### config.mk
export PLATFORM = sky130hd
export DESIGN_NAME = serial_addsub_ctrl
export DESIGN_NICKNAME = d
export VERILOG_FILES = /design/src/rtl/serial_addsub_ctrl.sv
export SDC_FILE = /design/constraint.sdc
export NUM_CORES = 1
export LEC_CHECK = 0
export ABC_AREA = 0
export ABC_CLOCK_PERIOD_IN_PS = 2500
export BUFFER_PORTS_ARGS = -buffer_cell sky130_fd_sc_hd__buf_4
export CAP_MARGIN = 10
export CORE_ASPECT_RATIO = 0.8
export CORE_UTILIZATION = 34
export CTS_BUF_LIST = sky130_fd_sc_hd__clkbuf_8
export DETAILED_ROUTE_END_ITERATION = 8
export SLEW_MARGIN = 30
export SYNTH_ARGS = -nofsm -noshare
export SYNTH_HDL_FRONTEND = slang
export SYNTH_SLANG_ARGS = --single-unit
### constraint.sdc
create_clock -name clk -period 2.5 [get_ports clk]
set_input_delay 0.125 -clock clk [delete_from_list [all_inputs] [get_ports clk]]
set_output_delay 0.125 -clock clk [all_outputs]
set_load 0.01 [all_outputs]
### src/rtl/serial_addsub_ctrl.sv
// Bit-serial add/subtract: processes WIDTH operand bits LSB-first, one per clock, with a registered carry chain.
// Latency WIDTH+1 cycles from accepted start to done; start is ignored while busy, accepted in IDLE or DONE.
module serial_addsub_ctrl #(
    parameter int WIDTH = 8
) (
    input  logic             clk,
    input  logic             rst,
    input  logic             start,
    input  logic             mode,
    input  logic [WIDTH-1:0] a_in,
    input  logic [WIDTH-1:0] b_in,
    output logic             busy,
    output logic             done,
    output logic [WIDTH-1:0] result,
    output logic             carry_out,
    output logic             overflow
);

    localparam int CNT_W = $clog2(WIDTH);
    localparam logic [CNT_W-1:0] LAST = CNT_W'(WIDTH - 1);

    typedef enum logic [1:0] {
        IDLE  = 2'd0,
        SHIFT = 2'd1,
        DONE  = 2'd2
    } state_t;

    state_t           state_q;
    logic [WIDTH-1:0] a_q, b_q, sum_q, result_q;
    logic [CNT_W-1:0] cnt_q;
    logic             mode_q, carry_q, carry_out_q, overflow_q, busy_q, done_q;

    logic             bx_d, s_d, carry_d;
    logic [WIDTH-1:0] sum_d;

    // Full-adder bit slice; subtraction inverts B and relies on carry seeded with mode.
    always_comb begin
        bx_d    = b_q[0] ^ mode_q;
        s_d     = a_q[0] ^ bx_d ^ carry_q;
        carry_d = (a_q[0] & bx_d) | (a_q[0] & carry_q) | (bx_d & carry_q);
        sum_d   = {s_d, sum_q[WIDTH-1:1]};
    end

    always_ff @(posedge clk) begin
        if (rst) begin
            state_q     <= IDLE;
            a_q         <= '0;
            b_q         <= '0;
            sum_q       <= '0;
            cnt_q       <= '0;
            mode_q      <= 1'b0;
            carry_q     <= 1'b0;
            result_q    <= '0;
            carry_out_q <= 1'b0;
            overflow_q  <= 1'b0;
            busy_q      <= 1'b0;
            done_q      <= 1'b0;
        end else begin
            case (state_q)
                SHIFT: begin
                    a_q     <= a_q >> 1;
                    b_q     <= b_q >> 1;
                    sum_q   <= sum_d;
                    carry_q <= carry_d;
                    cnt_q   <= cnt_q + CNT_W'(1);
                    if (cnt_q == LAST) begin
                        result_q    <= sum_d;
                        carry_out_q <= carry_d;
                        // carry_q here is the carry into the MSB
                        overflow_q  <= carry_q ^ carry_d;
                        state_q     <= DONE;
                        busy_q      <= 1'b0;
                        done_q      <= 1'b1;
                    end
                end
                default: begin
                    done_q <= 1'b0;
                    if (start) begin
                        a_q     <= a_in;
                        b_q     <= b_in;
                        mode_q  <= mode;
                        carry_q <= mode;
                        cnt_q   <= '0;
                        state_q <= SHIFT;
                        busy_q  <= 1'b1;
                    end else begin
                        state_q <= IDLE;
                    end
                end
            endcase
        end
    end

    assign busy      = busy_q;
    assign done      = done_q;
    assign result    = result_q;
    assign carry_out = carry_out_q;
    assign overflow  = overflow_q;

endmodule

# Word level (Yosys, flattened, before mapping)

Index checks and enable logic that the tools add are counted.

Register bits after elaboration: 43

Reductions and logical operators: 6
Eq/ne operators: 3
$add $sub $neg: 1
Bitwise operators: 10
Muxes and demuxes: 14

Operator list:

| cell                | count |
|---|---|
| $mux 7              | 4 |
| $mux 1              | 6 |
| $mux 3              | 2 |
| $reduce_and 2->1    | 3 |
| $mux 2              | 2 |
| $reduce_or 2->1     | 2 |
| $xor 1x1->1         | 4 |
| $add 3x1->3 const B | 1 |
| $and 1x1->1         | 3 |
| $eq 3x3->1 const B  | 1 |
| $eq 2x1->1 const B  | 1 |
| $ne 2x2->1 const B  | 1 |
| $or 1x1->1          | 2 |
| $reduce_bool 2->1   | 1 |
| $not 1->1           | 1 |

# Depth between registers and ports, before layout

Depth after elaboration: 5
Depth in mapped cells: 6
Gate-level depth less buffers: 6

# Worst setup path before layout

OpenSTA, ideal clock, no wires.

Kind: register to register
Start point: register cnt_q[0]
End point: register result_q[0] (netlist: result[0])
Path slack: 1.234 ns
Stages on the path, launching flop included: 7
Period minus slack after synthesis: 1.266 ns
Arrival: 1.149 ns
Path buffers: 0
Cells stage by stage: dfxtp_1 > ha_1 > ha_1 > nand3b_1 > nand2b_4 > inv_2 > a22o_1

Word-level cells in the longest chain between the ends: 2

RTL lines:

| element                    | line | text |
|---|---|---|
| start, declared            | 30   | `logic [CNT_W-1:0] cnt_q;` |
| start signal, assigned     | 65   | `cnt_q <= cnt_q + CNT_W'(1);` |
| $eq 3x3->1                 | 66   | `if (cnt_q == LAST) begin` |
| $reduce_and 2->1 (no line) | --   |  |
| end signal, assigned       | 67   | `result_q <= sum_d;` |
| end, declared              | 29   | `logic [WIDTH-1:0] a_q, b_q, sum_q, result_q;` |

No other way between the ends.
A chain may end at the register's enable or synchronous reset.

# Final worst setup path

Start point: register state_q[0]
End point: register carry_q

Word-level cells in the longest chain between the ends: 2

RTL lines:

| element                                            | line | text |
|---|---|---|
| start, declared                                    | 28   | `state_t state_q;` |
| start signal, assigned                             | 46   | `state_q <= IDLE;` |
| start signal, assigned                             | 71   | `state_q <= DONE;` |
| start signal, assigned                             | 84   | `state_q <= SHIFT;` |
| $eq 2x1->1 (*)                                     | 59   | `case (state_q)` |
| $mux 1 / $reduce_bool 2->1 (equally long branches) | --   |  |
| end signal, assigned                               | 64   | `carry_q <= carry_d;` |
| end signal, assigned                               | 82   | `carry_q <= mode;` |
| end, declared                                      | 31   | `logic mode_q, carry_q, carry_out_q, overflow_q, busy_q, done_q;` |

Every way passes the cells marked *; elsewhere a longest branch is shown, timed or not.

==> impl_metrics.csv <==
group,metric,value,unit
setup_path,path_depth,3,
clocking,cts_tree,"yes",
setup_path,path_class,"flip-flop to flip-flop",
place,portBuffers,31,
layout,drive_above_1_share,21.1,%
layout,fin_cells,264,
synthesis,synth-async-reset-ratio,0,%
synthesis,syn-instance-count,177,
worst_hold_path,min_path_type,"input port to flip-flop",
synthesis,syn_area_per_cell,9.22,µm²
layout,fin_nets,227,
global_routing,grt_busiest_layer,"met2",
timing,holdWs,87.7,ps
layout,fill_cells,454,
global_routing,grt_max_degree,31,
setup_path,cp_num_buf_inv,0,
power,p_sw_share,24.0,%
setup_path,rrSetupSlack,1100,ps
routing,vias,1265,
synthesis,synth_flop_cell,"dfxtp_1",
timing,setup_tns,0,ps
global_routing,grt_util_met1,19.2,%
synthesis,synth_edf_count,0,
setup_path,crit_chain,"nor2b_4 -> a21oi_1 -> a221oi_1",
setup_path,crit_arrival,1600,ps
power,power_frac_comb,10.7,%
place,place_congestion,0.744,
place,hpwlAfterDp,2.05,mm
synthesis,ys_seq_area_share,51.5,%
routing,antenna_left,0,
timing,fmax,715,MHz
synthesis,ys_top_cells_by_area,"dfxtp_1 52%, a21oi_1 12%, nand2_1 6.4%",
setup_path,reg2reg_depth,3,
setup_path,critPathTopFamily,"simple AND/OR/NAND/NOR gates",
global_routing,antenna_found_initial,0,
power,power.internal,0.000941,W
clocking,path_clk_slew,70,ps
floorplanning,core-area,0.00460,mm²
synthesis,synth_top_area_cell,"dfxtp_1",
synthesis,ys_seq_elements,42,
setup_path,crit_fanout,30,
global_routing,met3_usage,5.14,%
layout,antennaDiodeCount,0,
flow_run,cap_violations,0,
floorplanning,io_pins,32,
timing,finalCritPeriodShare,56.0,%
global_routing,grt_overflow,0,
synthesis,ys_warn_count,0,
setup_path,endpoint,"carry_q$_SDFFE_PP0P_",
routing,drtIter0Drc,64,
routing,wire_per_inst,12.2,µm
run_status,outcome,"finished, final reports clean",
floorplanning,die_x,79.5,µm
setup_path,r2r_end,"carry_q$_SDFFE_PP0P_",
synthesis,synthesis.area,0.00163,mm²
routing,routed_wl,3.22,mm
setup_path,cp.required,2700,ps
timing,rsz0062_at_grt,"false",
power,power_frac_clock,31.7,%
global_routing,grt_pass1_wl,5.55,mm
power,vdd_ir_drop_max,0.203,mV
clocking,cts.path.max_buffers,2,
clocking,cts-htree-levels,2,
setup_path,r2r-start,"state_q[0]$_SDFFE_PP0P_",
timing,maxSlewViolCount,0,
setup_path,critPathLaunch,"state_q[0]$_SDFFE_PP0P_",
floorplanning,dieArea,0.00508,mm²
setup_path,cpMaxStageDelayCell,"nor2b_4",
timing,fin_skew,1.54,ps
synthesis,yosysMostFrequentCell,"dfxtp_1",
floorplanning,die_h,64.0,µm
global_routing,use_met2,20.4,%
global_routing,first_global_vias,1211,
routing,firstDrtPassIters,4,
synthesis,yosys-top-cells-count,"42 x dfxtp_1, 39 x a21oi_1, 28 x nand2_1",
clocking,cts_resized,0,
power,powerDensity,639,mW/mm²
setup_path,end_kind,"flip-flop",
routing,drc_errors,0,
global_routing,grtUsageTotal,14.3,%
clocking,insertion_delay,290,ps
setup_path,slowest_delay,580,ps
clocking,ctsHoldBuffers,0,
synthesis,synth_top_area_share,51.5,%
routing,viasPerCell,4.79,
timing,relSlewSlack,55.9,%
setup_path,cp-start-kind,"flip-flop",
timing,hold_viol_final,0,
floorplanning,num_rows,22,
timing,worst_pin_slew,661,ps
layout,area_growth_syn_to_layout,18.6,%
power,seqPwrFrac,57.7,%
clocking,post-cts-setup-buffers,0,
place,placedCellCount,257,
synthesis,syn_nets,200,
synthesis,synth_cell_types,30,
timing,setup_viol,0,
clocking,cts_sinks,42,
clocking,cts_made_buffers,5,
power,power_switching,0.000296,W
clocking,cts_root_buf,"clkbuf_8",
floorplanning,start_util,35.5,%
timing,min_period,1400,ps
power,finalPower,0.00124,W
power,leakage,0.796,nW
-- area by class of cell --
cell class / count / area (µm²) / share of cell area, %
clock inverter: 2 / 7.51 / 0.388
inverter: 5 / 18.8 / 0.970
clock buffer: 5 / 68.8 / 3.56
tap: 60 / 75.1 / 3.88
timing repair buffer: 32 / 240 / 12.4
sequential: 42 / 841 / 43.4
multi-input combinational: 118 / 684 / 35.4
-- stage by stage --
stage | cell area, µm² | setup slack, ps | util [%]
detailed placement | 1860 | 1090 | 40.4
floorplan | 1630 | 1230 | -
finish | 1940 | 1100 | 42.1
CTS | 1940 | 1090 | 42.1
global placement | 1860 | 1160 | 40.4
global route | 1940 | 990 | 42.1
-- registers in the layout (all words and copies together), names as in the netlist --
signal	flops
a_q	8
b_q	8
result	8
sum_q	7
cnt_q	3
state_q	2
busy	1
carry_out	1
carry_q	1
done	1
mode_q	1
overflow	1
-- power groups by stage --
stage	combinational [W]	sequential [W]	clock [W]
2_1_floorplan	0.0000980	0.000726	0
3_3_place_gp	0.000133	0.000729	0
3_5_place_dp	0.000134	0.000729	0
4_1_cts	0.000135	0.000713	0.000410
5_1_grt	0.000150	0.000717	0.000447
6_report	0.000132	0.000714	0.000392
-- tightest hold or removal path: stages --
cell     delay, ps
buf_4          100
nand2_1         50
a21oi_1         50
-- logic make-up after synthesis --
kind of cell	share of synthesized area, %
mux	1.84
flops	51.5
buf+inv	6.52
compound gates	23.9
simple gates	12.3
xor+xnor	1.07
fa+ha+maj	2.76
-- metal layers --
layer  vias to the layer above  wire [µm]
li1                        672          -
met2                        19       1390
met1                       569       1660
met4                         0         42
met5                         -          0
met3                         5        129
-- worst min-delay path by stage --
stage / startpoint / end / slack [ps] / depth (start not counted)
2_1_floorplan: rst / sum_q[7]$_SDFFE_PP0P_ / 200 / 1
3_3_place_gp: a_in[5] / a_q[5]$_SDFFE_PP0P_ / 380 / 3
3_5_place_dp: b_in[2] / b_q[2]$_SDFFE_PP0P_ / 390 / 3
4_1_cts: a_in[6] / a_q[6]$_SDFFE_PP0P_ / 80 / 3
5_1_grt: b_in[2] / b_q[2]$_SDFFE_PP0P_ / 70 / 3
6_report: a_in[6] / a_q[6]$_SDFFE_PP0P_ / 90 / 3
-- placed cells by master, fill, tap and decap left out, types with 3 or more instances in the layout --
master and n:
a21oi_1 39, a22o_1 8, buf_4 32, clkbuf_8 5, dfxtp_1 42, inv_1 4, mux2i_1 3, nand2_1 28
nand3_1 4, o21ai_0 15
No activity file was read; power rests on OpenSTA's default activity.
